File: config.mk
export PLATFORM = sky130hd
export DESIGN_NAME = ram_arbiter_flat
export DESIGN_NICKNAME = d
export VERILOG_FILES = /design/src/rtl/ram_arbiter_pkg.sv /design/src/rtl/ram_arbiter_if.sv /design/src/rtl/ram_arbiter_pick.sv /design/src/rtl/ram_arbiter.sv /design/src/flat_wrapper.sv
export SDC_FILE = /design/constraint.sdc
export NUM_CORES = 1
export LEC_CHECK = 0
export BUFFER_PORTS_ARGS = -buffer_cell sky130_fd_sc_hd__buf_2
export CAP_MARGIN = 25
export CORE_AREA = 2 2 125 127
export CTS_CLUSTER_SIZE = 28
export DETAILED_ROUTE_END_ITERATION = 12
export DIE_AREA = 0 0 127 129
export GPL_TIMING_DRIVEN = 0
export REMOVE_ABC_BUFFERS = 1
export SLEW_MARGIN = 20
export SYNTH_ARGS = -nofsm -noshare
export SYNTH_HDL_FRONTEND = slang
export SYNTH_SLANG_ARGS = --single-unit
File: constraint.sdc
create_clock -name clk -period 2 [get_ports clk]
set_input_delay 0.3 -clock clk [delete_from_list [all_inputs] [get_ports clk]]
set_output_delay 0.3 -clock clk [all_outputs]
set_load 0.1 [all_outputs]
File: src/rtl/ram_arbiter_pkg.sv
// Shared types and constants for the three-master SDRAM arbiter.
// Port indices double as grant codes; GRANT_NONE marks an unowned RAM port.
package ram_arbiter_pkg;

    localparam int NUM_PORTS = 3;

    localparam logic [1:0] PORT_VIDEO  = 2'd0;
    localparam logic [1:0] PORT_IFETCH = 2'd1;
    localparam logic [1:0] PORT_DATA   = 2'd2;
    localparam logic [1:0] GRANT_NONE  = 2'd3;

    typedef enum logic {
        ARB_IDLE = 1'b0,
        ARB_BUSY = 1'b1
    } arb_state_e;

    // Debug view of the arbiter internals, for checkers and bring-up.
    typedef struct packed {
        arb_state_e state;
        logic [7:0] wd_count;
        logic [1:0] rr_last;
    } arb_dbg_t;

    function automatic logic [NUM_PORTS-1:0] port_onehot(input logic [1:0] idx);
        logic [NUM_PORTS-1:0] oh;
        oh = '0;
        case (idx)
            PORT_VIDEO:  oh = 3'b001;
            PORT_IFETCH: oh = 3'b010;
            PORT_DATA:   oh = 3'b100;
            default:     oh = 3'b000;
        endcase
        return oh;
    endfunction

endpackage

File: src/rtl/ram_arbiter_if.sv
// Bus bundle between the CPU/video fabric, the arbiter and the SDRAM controller.
// Handshake: a master raises m_stb (with we/addr/din stable) and holds it until it
// sees a one-cycle m_ack or m_err; only the granted master's bit ever pulses.
// ram_stb is registered and held until a one-cycle ram_ack (or watchdog release).
interface ram_arbiter_if
    import ram_arbiter_pkg::*;
#(
    parameter int AW = 25,
    parameter int DW = 32
);
    logic [NUM_PORTS-1:0]    m_stb;
    logic [NUM_PORTS-1:0]    m_we;
    logic [NUM_PORTS*AW-1:0] m_addr;
    logic [NUM_PORTS*DW-1:0] m_din;
    logic [DW-1:0]           m_dout;
    logic [NUM_PORTS-1:0]    m_ack;
    logic [NUM_PORTS-1:0]    m_err;

    logic                    ram_stb;
    logic                    ram_we;
    logic [AW-1:0]           ram_addr;
    logic [DW-1:0]           ram_din;
    logic [DW-1:0]           ram_dout;
    logic                    ram_ack;

    logic [1:0]              grant;

    // Arbiter side.
    modport slave (
        input  m_stb, m_we, m_addr, m_din, ram_dout, ram_ack,
        output m_dout, m_ack, m_err, ram_stb, ram_we, ram_addr, ram_din, grant
    );

    // Fabric plus RAM side.
    modport master (
        output m_stb, m_we, m_addr, m_din, ram_dout, ram_ack,
        input  m_dout, m_ack, m_err, ram_stb, ram_we, ram_addr, ram_din, grant
    );

endinterface

File: src/rtl/ram_arbiter_pick.sv
// Combinational winner select: video has fixed priority, the two CPU ports
// share round-robin on rr_last_i (the CPU port served most recently).
module ram_arbiter_pick
    import ram_arbiter_pkg::*;
(
    input  logic [NUM_PORTS-1:0] m_stb_i,
    input  logic [1:0]           rr_last_i,
    output logic [1:0]           idx_o,
    output logic                 valid_o
);

    always_comb begin
        idx_o   = GRANT_NONE;
        valid_o = |m_stb_i;
        if (m_stb_i[PORT_VIDEO]) begin
            idx_o = PORT_VIDEO;
        end else if (m_stb_i[PORT_IFETCH] && m_stb_i[PORT_DATA]) begin
            idx_o = (rr_last_i == PORT_IFETCH) ? PORT_DATA : PORT_IFETCH;
        end else if (m_stb_i[PORT_IFETCH]) begin
            idx_o = PORT_IFETCH;
        end else if (m_stb_i[PORT_DATA]) begin
            idx_o = PORT_DATA;
        end
    end

endmodule

File: src/rtl/ram_arbiter.sv
// Shares one SDRAM port among video, CPU fetch and CPU data masters: one grant
// per transaction, registered RAM request, ack/err steering and a stuck-grant watchdog.
module ram_arbiter
    import ram_arbiter_pkg::*;
#(
    parameter int AW      = 25,
    parameter int DW      = 32,
    parameter int TIMEOUT = 255
)(
    input  logic           clk,
    input  logic           rst_n,
    ram_arbiter_if.slave   bus,
    output arb_dbg_t       dbg_o
);

    localparam logic [7:0] WD_LIMIT = 8'(TIMEOUT);

    arb_state_e     state_q, state_d;
    logic [1:0]     grant_q, grant_d;
    logic [1:0]     rr_last_q, rr_last_d;
    logic           ram_stb_q, ram_stb_d;
    logic           ram_we_q, ram_we_d;
    logic [AW-1:0]  ram_addr_q, ram_addr_d;
    logic [DW-1:0]  ram_din_q, ram_din_d;
    logic [7:0]     wd_q, wd_d;

    logic [1:0]     pick_idx;
    logic           pick_valid;
    logic           win_we;
    logic [AW-1:0]  win_addr;
    logic [DW-1:0]  win_din;
    logic           ack_seen;
    logic           wd_expire;

    ram_arbiter_pick u_pick (
        .m_stb_i   (bus.m_stb),
        .rr_last_i (rr_last_q),
        .idx_o     (pick_idx),
        .valid_o   (pick_valid)
    );

    always_comb begin
        win_we   = bus.m_we[0];
        win_addr = bus.m_addr[0 +: AW];
        win_din  = bus.m_din[0 +: DW];
        case (pick_idx)
            PORT_IFETCH: begin
                win_we   = bus.m_we[1];
                win_addr = bus.m_addr[AW +: AW];
                win_din  = bus.m_din[DW +: DW];
            end
            PORT_DATA: begin
                win_we   = bus.m_we[2];
                win_addr = bus.m_addr[2*AW +: AW];
                win_din  = bus.m_din[2*DW +: DW];
            end
            default: ;
        endcase
    end

    // A late ram_ack while idle (after a watchdog release) must not reach anyone.
    assign ack_seen  = (state_q == ARB_BUSY) && bus.ram_ack;
    assign wd_expire = (state_q == ARB_BUSY) && !bus.ram_ack && (wd_q == WD_LIMIT);

    always_comb begin
        state_d    = state_q;
        grant_d    = grant_q;
        rr_last_d  = rr_last_q;
        ram_stb_d  = ram_stb_q;
        ram_we_d   = ram_we_q;
        ram_addr_d = ram_addr_q;
        ram_din_d  = ram_din_q;
        wd_d       = wd_q;
        case (state_q)
            ARB_IDLE: begin
                if (pick_valid) begin
                    state_d    = ARB_BUSY;
                    grant_d    = pick_idx;
                    ram_stb_d  = 1'b1;
                    ram_we_d   = win_we;
                    ram_addr_d = win_addr;
                    ram_din_d  = win_din;
                    wd_d       = 8'd1;
                    if (pick_idx != PORT_VIDEO) begin
                        rr_last_d = pick_idx;
                    end
                end
            end
            ARB_BUSY: begin
                if (ack_seen || wd_expire) begin
                    state_d   = ARB_IDLE;
                    grant_d   = GRANT_NONE;
                    ram_stb_d = 1'b0;
                    wd_d      = '0;
                end else begin
                    wd_d = wd_q + 8'd1;
                end
            end
            default: begin
                state_d = ARB_IDLE;
            end
        endcase
    end

    always_ff @(posedge clk or negedge rst_n) begin
        if (!rst_n) begin
            state_q    <= ARB_IDLE;
            grant_q    <= GRANT_NONE;
            rr_last_q  <= PORT_DATA;
            ram_stb_q  <= 1'b0;
            ram_we_q   <= 1'b0;
            ram_addr_q <= '0;
            ram_din_q  <= '0;
            wd_q       <= '0;
        end else begin
            state_q    <= state_d;
            grant_q    <= grant_d;
            rr_last_q  <= rr_last_d;
            ram_stb_q  <= ram_stb_d;
            ram_we_q   <= ram_we_d;
            ram_addr_q <= ram_addr_d;
            ram_din_q  <= ram_din_d;
            wd_q       <= wd_d;
        end
    end

    assign bus.m_dout   = bus.ram_dout;
    assign bus.m_ack    = ack_seen  ? port_onehot(grant_q) : '0;
    assign bus.m_err    = wd_expire ? port_onehot(grant_q) : '0;
    assign bus.ram_stb  = ram_stb_q;
    assign bus.ram_we   = ram_we_q;
    assign bus.ram_addr = ram_addr_q;
    assign bus.ram_din  = ram_din_q;
    assign bus.grant    = grant_q;

    always_comb begin
        dbg_o          = '0;
        dbg_o.state    = state_q;
        dbg_o.wd_count = wd_q;
        dbg_o.rr_last  = rr_last_q;
    end

endmodule

File: src/flat_wrapper.sv
// flat-port wrapper written by rule: the top's interface ports become plain ports
module ram_arbiter_flat import ram_arbiter_pkg::*;
#(
    parameter int AW      = 25,
    parameter int DW      = 32,
    parameter int TIMEOUT = 255
)
  (clk, rst_n, dbg_o, bus_m_stb, bus_m_we, bus_m_addr, bus_m_din, bus_ram_dout, bus_ram_ack, bus_m_dout, bus_m_ack, bus_m_err, bus_ram_stb, bus_ram_we, bus_ram_addr, bus_ram_din, bus_grant);
  ram_arbiter_if #(.AW(AW), .DW(DW)) bus_i ();
  input  logic clk;
  input  logic rst_n;
  output arb_dbg_t dbg_o;
  input wire logic [$bits(bus_i.m_stb)-1:0] bus_m_stb;
  input wire logic [$bits(bus_i.m_we)-1:0] bus_m_we;
  input wire logic [$bits(bus_i.m_addr)-1:0] bus_m_addr;
  input wire logic [$bits(bus_i.m_din)-1:0] bus_m_din;
  input wire logic [$bits(bus_i.ram_dout)-1:0] bus_ram_dout;
  input wire logic [$bits(bus_i.ram_ack)-1:0] bus_ram_ack;
  output wire logic [$bits(bus_i.m_dout)-1:0] bus_m_dout;
  output wire logic [$bits(bus_i.m_ack)-1:0] bus_m_ack;
  output wire logic [$bits(bus_i.m_err)-1:0] bus_m_err;
  output wire logic [$bits(bus_i.ram_stb)-1:0] bus_ram_stb;
  output wire logic [$bits(bus_i.ram_we)-1:0] bus_ram_we;
  output wire logic [$bits(bus_i.ram_addr)-1:0] bus_ram_addr;
  output wire logic [$bits(bus_i.ram_din)-1:0] bus_ram_din;
  output wire logic [$bits(bus_i.grant)-1:0] bus_grant;
  assign bus_i.m_stb = bus_m_stb;
  assign bus_i.m_we = bus_m_we;
  assign bus_i.m_addr = bus_m_addr;
  assign bus_i.m_din = bus_m_din;
  assign bus_i.ram_dout = bus_ram_dout;
  assign bus_i.ram_ack = bus_ram_ack;
  assign bus_m_dout = bus_i.m_dout;
  assign bus_m_ack = bus_i.m_ack;
  assign bus_m_err = bus_i.m_err;
  assign bus_ram_stb = bus_i.ram_stb;
  assign bus_ram_we = bus_i.ram_we;
  assign bus_ram_addr = bus_i.ram_addr;
  assign bus_ram_din = bus_i.ram_din;
  assign bus_grant = bus_i.grant;
  ram_arbiter #(.AW(AW), .DW(DW), .TIMEOUT(TIMEOUT)) u_core (.clk(clk), .rst_n(rst_n), .bus(bus_i), .dbg_o(dbg_o));
endmodule
Word level (Yosys, flattened, before mapping)

Cells that the tools add are included.

Flip-flop bits (word level): 72
Output and inout bits: 110
Input bits: 212

Eq/ne operators: 8
Add/subtract/negate cells: 1
Muxes and demuxes: 23
Bitwise logic cells: 1
Reductions and logical operators: 12

Operators by type and width:

| kind                                                                  | count |
|---|---|
| 32-bit case mux with 2 select lines                                   | 1 |
| 25-bit case mux with 2 select lines                                   | 1 |
| 8-bit 2-to-1 mux                                                      | 2 |
| 8-bit case mux with 2 select lines                                    | 1 |
| 2-bit 2-to-1 mux                                                      | 6 |
| 3-bit case mux with 3 select lines                                    | 1 |
| 8-bit by 1-bit adder with 8-bit output, second input constant         | 1 |
| 8-bit equality test, second input constant                            | 1 |
| 2-bit by 1-bit equality test with 1-bit output, second input constant | 3 |
| 3-bit 2-to-1 mux                                                      | 2 |
| 1-bit case mux with 2 select lines                                    | 3 |
| 1-bit 2-to-1 mux                                                      | 5 |
| 2-bit equality test, second input constant                            | 2 |
| 1-bit logical AND                                                     | 4 |
| 2-bit case mux with 2 select lines                                    | 1 |
| 2-bit AND reduction                                                   | 2 |
| 3-bit AND reduction                                                   | 1 |
| 3-bit OR reduction                                                    | 1 |
| 2-bit logical NOT                                                     | 1 |
| 2-bit by 1-bit != test with 1-bit output, second input constant       | 1 |
| 2-bit != test, second input constant                                  | 1 |
| 2-bit nonzero test                                                    | 1 |
| 1-bit logical NOT                                                     | 1 |
| 1-bit logical OR                                                      | 1 |
| 1-bit NOT                                                             | 1 |

Longest topological paths before layout

Depth in word-level cells: 6
Depth in mapped cells: 11
Mapped depth without buffers: 9

Modules after synthesis

From an unflattened synthesis, not the netlist that was laid out.

Cell total of the unflattened synthesis: 509
Area, all modules: 4152.7 um^2

Modules (own cells, without submodules):

| module           | cells an instance | times used | area an instance (um^2) | sequential area each (um^2) |
|---|---|---|---|---|
| ram_arbiter      | 503               | 1          | 4115.2                  | 1805.5 |
| ram_arbiter_pick | 6                 | 1          | 37.5                    | 0.0 |

Worst setup path before layout

No wires, ideal clock.

Kind: reg-to-output
Start point: reg u_core.wd_q[1]
End point: out bus_m_err[0]
Path slack: -2.949 ns
Arrival time: 4.649 ns
Cell stages (with the launch flop): 5
Required time: 1.700 ns
Cells stage by stage: dfrtp_1 > ha_1 > and4_1 > nand4_1 > nor4_1

Longest elaborated chain between the ends: 3

RTL lines:

| element                | line               | text |
|---|---|---|
| from (decl)            | ram_arbiter.sv:25  | `logic [7:0] wd_q, wd_d;` |
| from (signal assigned) | ram_arbiter.sv:123 | `wd_q <= wd_d;` |
| 8-bit equality test    | ram_arbiter.sv:63  | `assign wd_expire = (state_q == ARB_BUSY) && !bus.ram_ack && (wd_q == WD_LIMIT);` |
| 1-bit logical AND      | ram_arbiter.sv:63  |  |
| 3-bit 2-to-1 mux       | ram_arbiter.sv:129 | `assign bus.m_err = wd_expire ? port_onehot(grant_q) : '0;` |
| to (decl)              | flat_wrapper.sv:21 | `output wire logic [$bits(bus_i.m_err)-1:0] bus_m_err;` |

No other way between the ends.

Worst setup path in the final report

Start point: reg u_core.wd_q[1]
End point: out bus_m_err[1]

Same word-level chain as after synthesis.

==> flow_summary.ini <==
[synthesis]
syn_area_per_cell_um2 = 8.24
synth_area_mm2 = 0.00417
synth_seq_cells = 72
synthCells = 506
ys_warn_count = 0
synth.yosys.seq_area_share_pct = 43.3
synth.distinct_cells = 39

[finish]
n_antenna_cell = 0
ff_latch_area_mm2 = 0.00181
nNetsFinal = 963
multiInputGateArea_mm2 = 0.00229
syn2layout_area_growth_pct = 60.3
n_fill_cell = 1537
drive_gt1_share_pct = 54.3

[floorplan]
core_mm2 = 0.0150
row_count = 45
die_y_um = 129
die_w_um = 127
die_area_mm2 = 0.0164
io_pins = 322
start_util_pct = 27.8

[placement]
place_ws_ns = -0.474
routabilityCongestion = 0.732
io_buffer_count = 257
hpwl_um = 11000

[grt]
grt_max_degree = 74
grt_pass1_wl_um = 23900
grt_pass1_vias = 4239
grtUsageTotal_pct = 19.6
antenna_found_initial = 0
overflow = 0

[sta]
skew_ns = 0.00990
max_freq_ghz = 0.465
setup_viol = 4
hold_viol = 0
report.final.slew_viol_count = 0
slew_headroom_pct = 65.7
rsz0062_at_grt = true
timing.hold.ws_ns = 0.233
fin_crit_ns = 2.15
tightest_slew_ns = 0.510
fin_ws_ns = -0.149
finalCritPeriodShare_pct = 107

[clocking]
clkSinkCount = 72
insertion_delay_ns = 0.34
cts_root_buf = clkbuf_16
cts_tree = built
cts_buffers = 9
htreeDepth = 3
clk_pin_slew_worst_paths_ns = 0.06
clock_path_buffers = 2

[drt]
drtIter0Drc = 330
drc = 0
vias_per_cell = 4.99
postRouteWirelength_um = 18600
postRouteAntennaNets = 0
vias = 4694
drt-pass1-iter-count = 5
wl_per_cell_um = 19.8

[power]
p_per_area_mw_per_mm2 = 1730
clockPowerShare_pct = 14.0
p_int_mw = 4.54
combPwrFrac_pct = 65.2
p_sw_mw = 7.03
p_seq_share_pct = 20.7
power_leakage_nw = 3.13
vdd_drop_max_mv = 0.911
switching_share_pct = 60.8

[setup_path]
startpoint_type = flip-flop
crit_type = flip-flop to output port
reg2reg_depth = 10
critical_path.endpoint = bus_m_err[1]
r2r_end = u_core.bus.ram_din[19]
startpoint = u_core.wd_q[1]
crit_required_ns = 1.70
reg2reg_slack_ns = -0.01
crit_arrival_ns = 1.85
crit_path_end_kind = output port
critPathMaxFanout = 3
reg2reg_from = u_core.rr_last_q[1]

[status]
status = finished, violations left
failed_checks = setup timing

[worst_hold_path]
min_path_type = input pin to flip-flop

[flow_run]
cap_violations = 0
[timing repair]
action | 4_1_cts | 5_1_grt
pin swaps | 7 | 23
endpoints found under the hold margin | 26 | 0
cloned | 2 | 10
buffers inserted | 21 | 10
endpoints found under the setup margin | 61 | 66
gates resized for setup | 23 | 120
hold buffers | 1 | 0
[flip-flops by register name (all words and copies together) (netlist names)]
signal	count
u_core.bus.ram_we	1
u_core.bus.ram_stb	1
u_core.bus.grant	2
u_core.bus.ram_addr	25
u_core.wd_q	8
u_core.rr_last_q	2
u_core.state_q	1
u_core.bus.ram_din	32
[area by class of cell]
| type | count | share of cell area [%] |
|---|---|---|
| Clock inverter | 6 | 1.01 |
| Multi-Input combinational cell | 356 | 34.2 |
| Clock buffer | 10 | 3.43 |
| Sequential cell | 72 | 27.0 |
| Inverter | 5 | 0.281 |
| Tap cell | 188 | 3.52 |
| Timing Repair Buffer | 303 | 30.5 |
[cells by family (layout without fill, tap and decap cells)]
| logic type | after synthesis | after routing | share of synthesized area [%] |
|---|---|---|---|
| buf+inv | 78 | 324 | 11.3 |
| flops | 72 | 72 | 43.3 |
| fa+ha+maj | 4 | 4 | 1.20 |
| simple gates | 154 | 154 | 15.6 |
| xor+xnor | 1 | 1 | 0.210 |
| compound gates | 194 | 194 | 27.6 |
| mux | 3 | 3 | 0.811 |
[cells in the mapped netlist]
cell type / number / area share [%]
nor2_2: 1 / 0.15
or2_1: 1 / 0.15
buf_1: 1 / 0.090
and4_1: 1 / 0.21
buf_4: 34 / 6.1
ha_1: 4 / 1.2
dfrtp_1: 69 / 41
or3_1: 1 / 0.15
clkbuf_2: 4 / 0.48
buf_6: 4 / 1.1
a22oi_1: 58 / 10
a31oi_1: 1 / 0.15
nand3_1: 3 / 0.36
o211ai_1: 1 / 0.18
o21ai_1: 21 / 2.5
nor2_1: 62 / 5.6
buf_2: 13 / 1.6
nor4_4: 1 / 0.51
and3_1: 1 / 0.15
a21oi_2: 1 / 0.21
nand3b_1: 1 / 0.18
a22o_1: 1 / 0.21
nand2_1: 68 / 6.1
o22a_1: 2 / 0.42
a21oi_1: 64 / 7.7
or4_1: 1 / 0.18
mux2_2: 3 / 0.81
inv_1: 5 / 0.45
o21ai_0: 43 / 5.2
nor2b_1: 2 / 0.30
nand4_1: 1 / 0.15
a41oi_2: 1 / 0.39
clkbuf_1: 17 / 1.5
nor3_1: 5 / 0.60
nor4_1: 1 / 0.15
xor2_1: 1 / 0.21
o41ai_1: 1 / 0.21
dfstp_2: 3 / 1.9
nand2b_1: 4 / 0.60
[power groups by stage]
stage | clock, mW | combinational, mW | sequential [mW]
global route | 1.74 | 7.86 | 2.48
global placement | 0 | 6.73 | 2.40
CTS | 1.67 | 7.12 | 2.40
detailed placement | 0 | 6.82 | 2.42
floorplan | 0 | 1.27 | 6.61
finish | 1.62 | 7.54 | 2.40
[metrics by stage]
| stage | util, % | cells | setup TNS, ns | total power [mW] | area (µm²) |
|---|---|---|---|---|---|
| final | 44.6 | 940 | -0.368 | 11.6 | 6680 |
| after CTS | 40.2 | 922 | -0.421 | 11.2 | 6020 |
| after global routing | 44.6 | 940 | -2.75 | 12.1 | 6680 |
| after detailed placement | 35.8 | 882 | -20.54 | 9.24 | 5360 |
| after global placement | 35.0 | 878 | -139.82 | 9.14 | 5240 |
| after floorplan | - | 433 | -130.69 | 7.88 | 3710 |
[layout by cell type, fill, tap and decap left out, types with 5 or more instances in the layout]
cell type | synthesis | routed
buf_2 | 13 | 254
nand2_1 | 68 | 68
dfrtp_1 | 69 | 68
nor2_1 | 62 | 60
a22oi_2 | 0 | 55
a21oi_1 | 64 | 53
o21ai_1 | 21 | 48
clkbuf_16 | 0 | 16
o21ai_0 | 43 | 15
buf_6 | 4 | 15
a21oi_2 | 1 | 11
buf_4 | 34 | 11
buf_12 | 0 | 8
buf_16 | 0 | 5
[critical path, stage by stage, from the launching register on]
cell	delay (ns)
dfrtp_1	0.36
ha_2	0.19
and4_4	0.22
nand4_1	0.17
buf_4	0.22
nor3_4	0.15
buf_12	0.20
[per-layer routing]
metal / wire length, µm / vias up / global-route usage, %
met5: 71 / - / 4.41
met4: 478 / 2 / 6.85
met3: 2050 / 27 / 8.65
met2: 8260 / 242 / 28.8
met1: 7770 / 2185 / 25.3
li1: - / 2238 / -
[worst min path at each step]
| stage | depth (start not counted) | from | slack (ns) | end |
|---|---|---|---|---|
| after floorplan | 0 | rst_n | 0.004 | u_core.bus.ram_addr[0] |
| after global placement | 2 | u_core.bus.ram_din[17] | 0.46 | u_core.bus.ram_din[17] |
| after detailed placement | 1 | rst_n | 0.26 | u_core.bus.ram_addr[12] |
| after CTS | 3 | bus_m_din[26] | 0.22 | u_core.bus.ram_din[26] |
| after global routing | 3 | bus_m_addr[10] | 0.23 | u_core.bus.ram_addr[10] |
| final | 3 | bus_m_din[26] | 0.23 | u_core.bus.ram_din[26] |
Power figures use the tool's default switching activity.
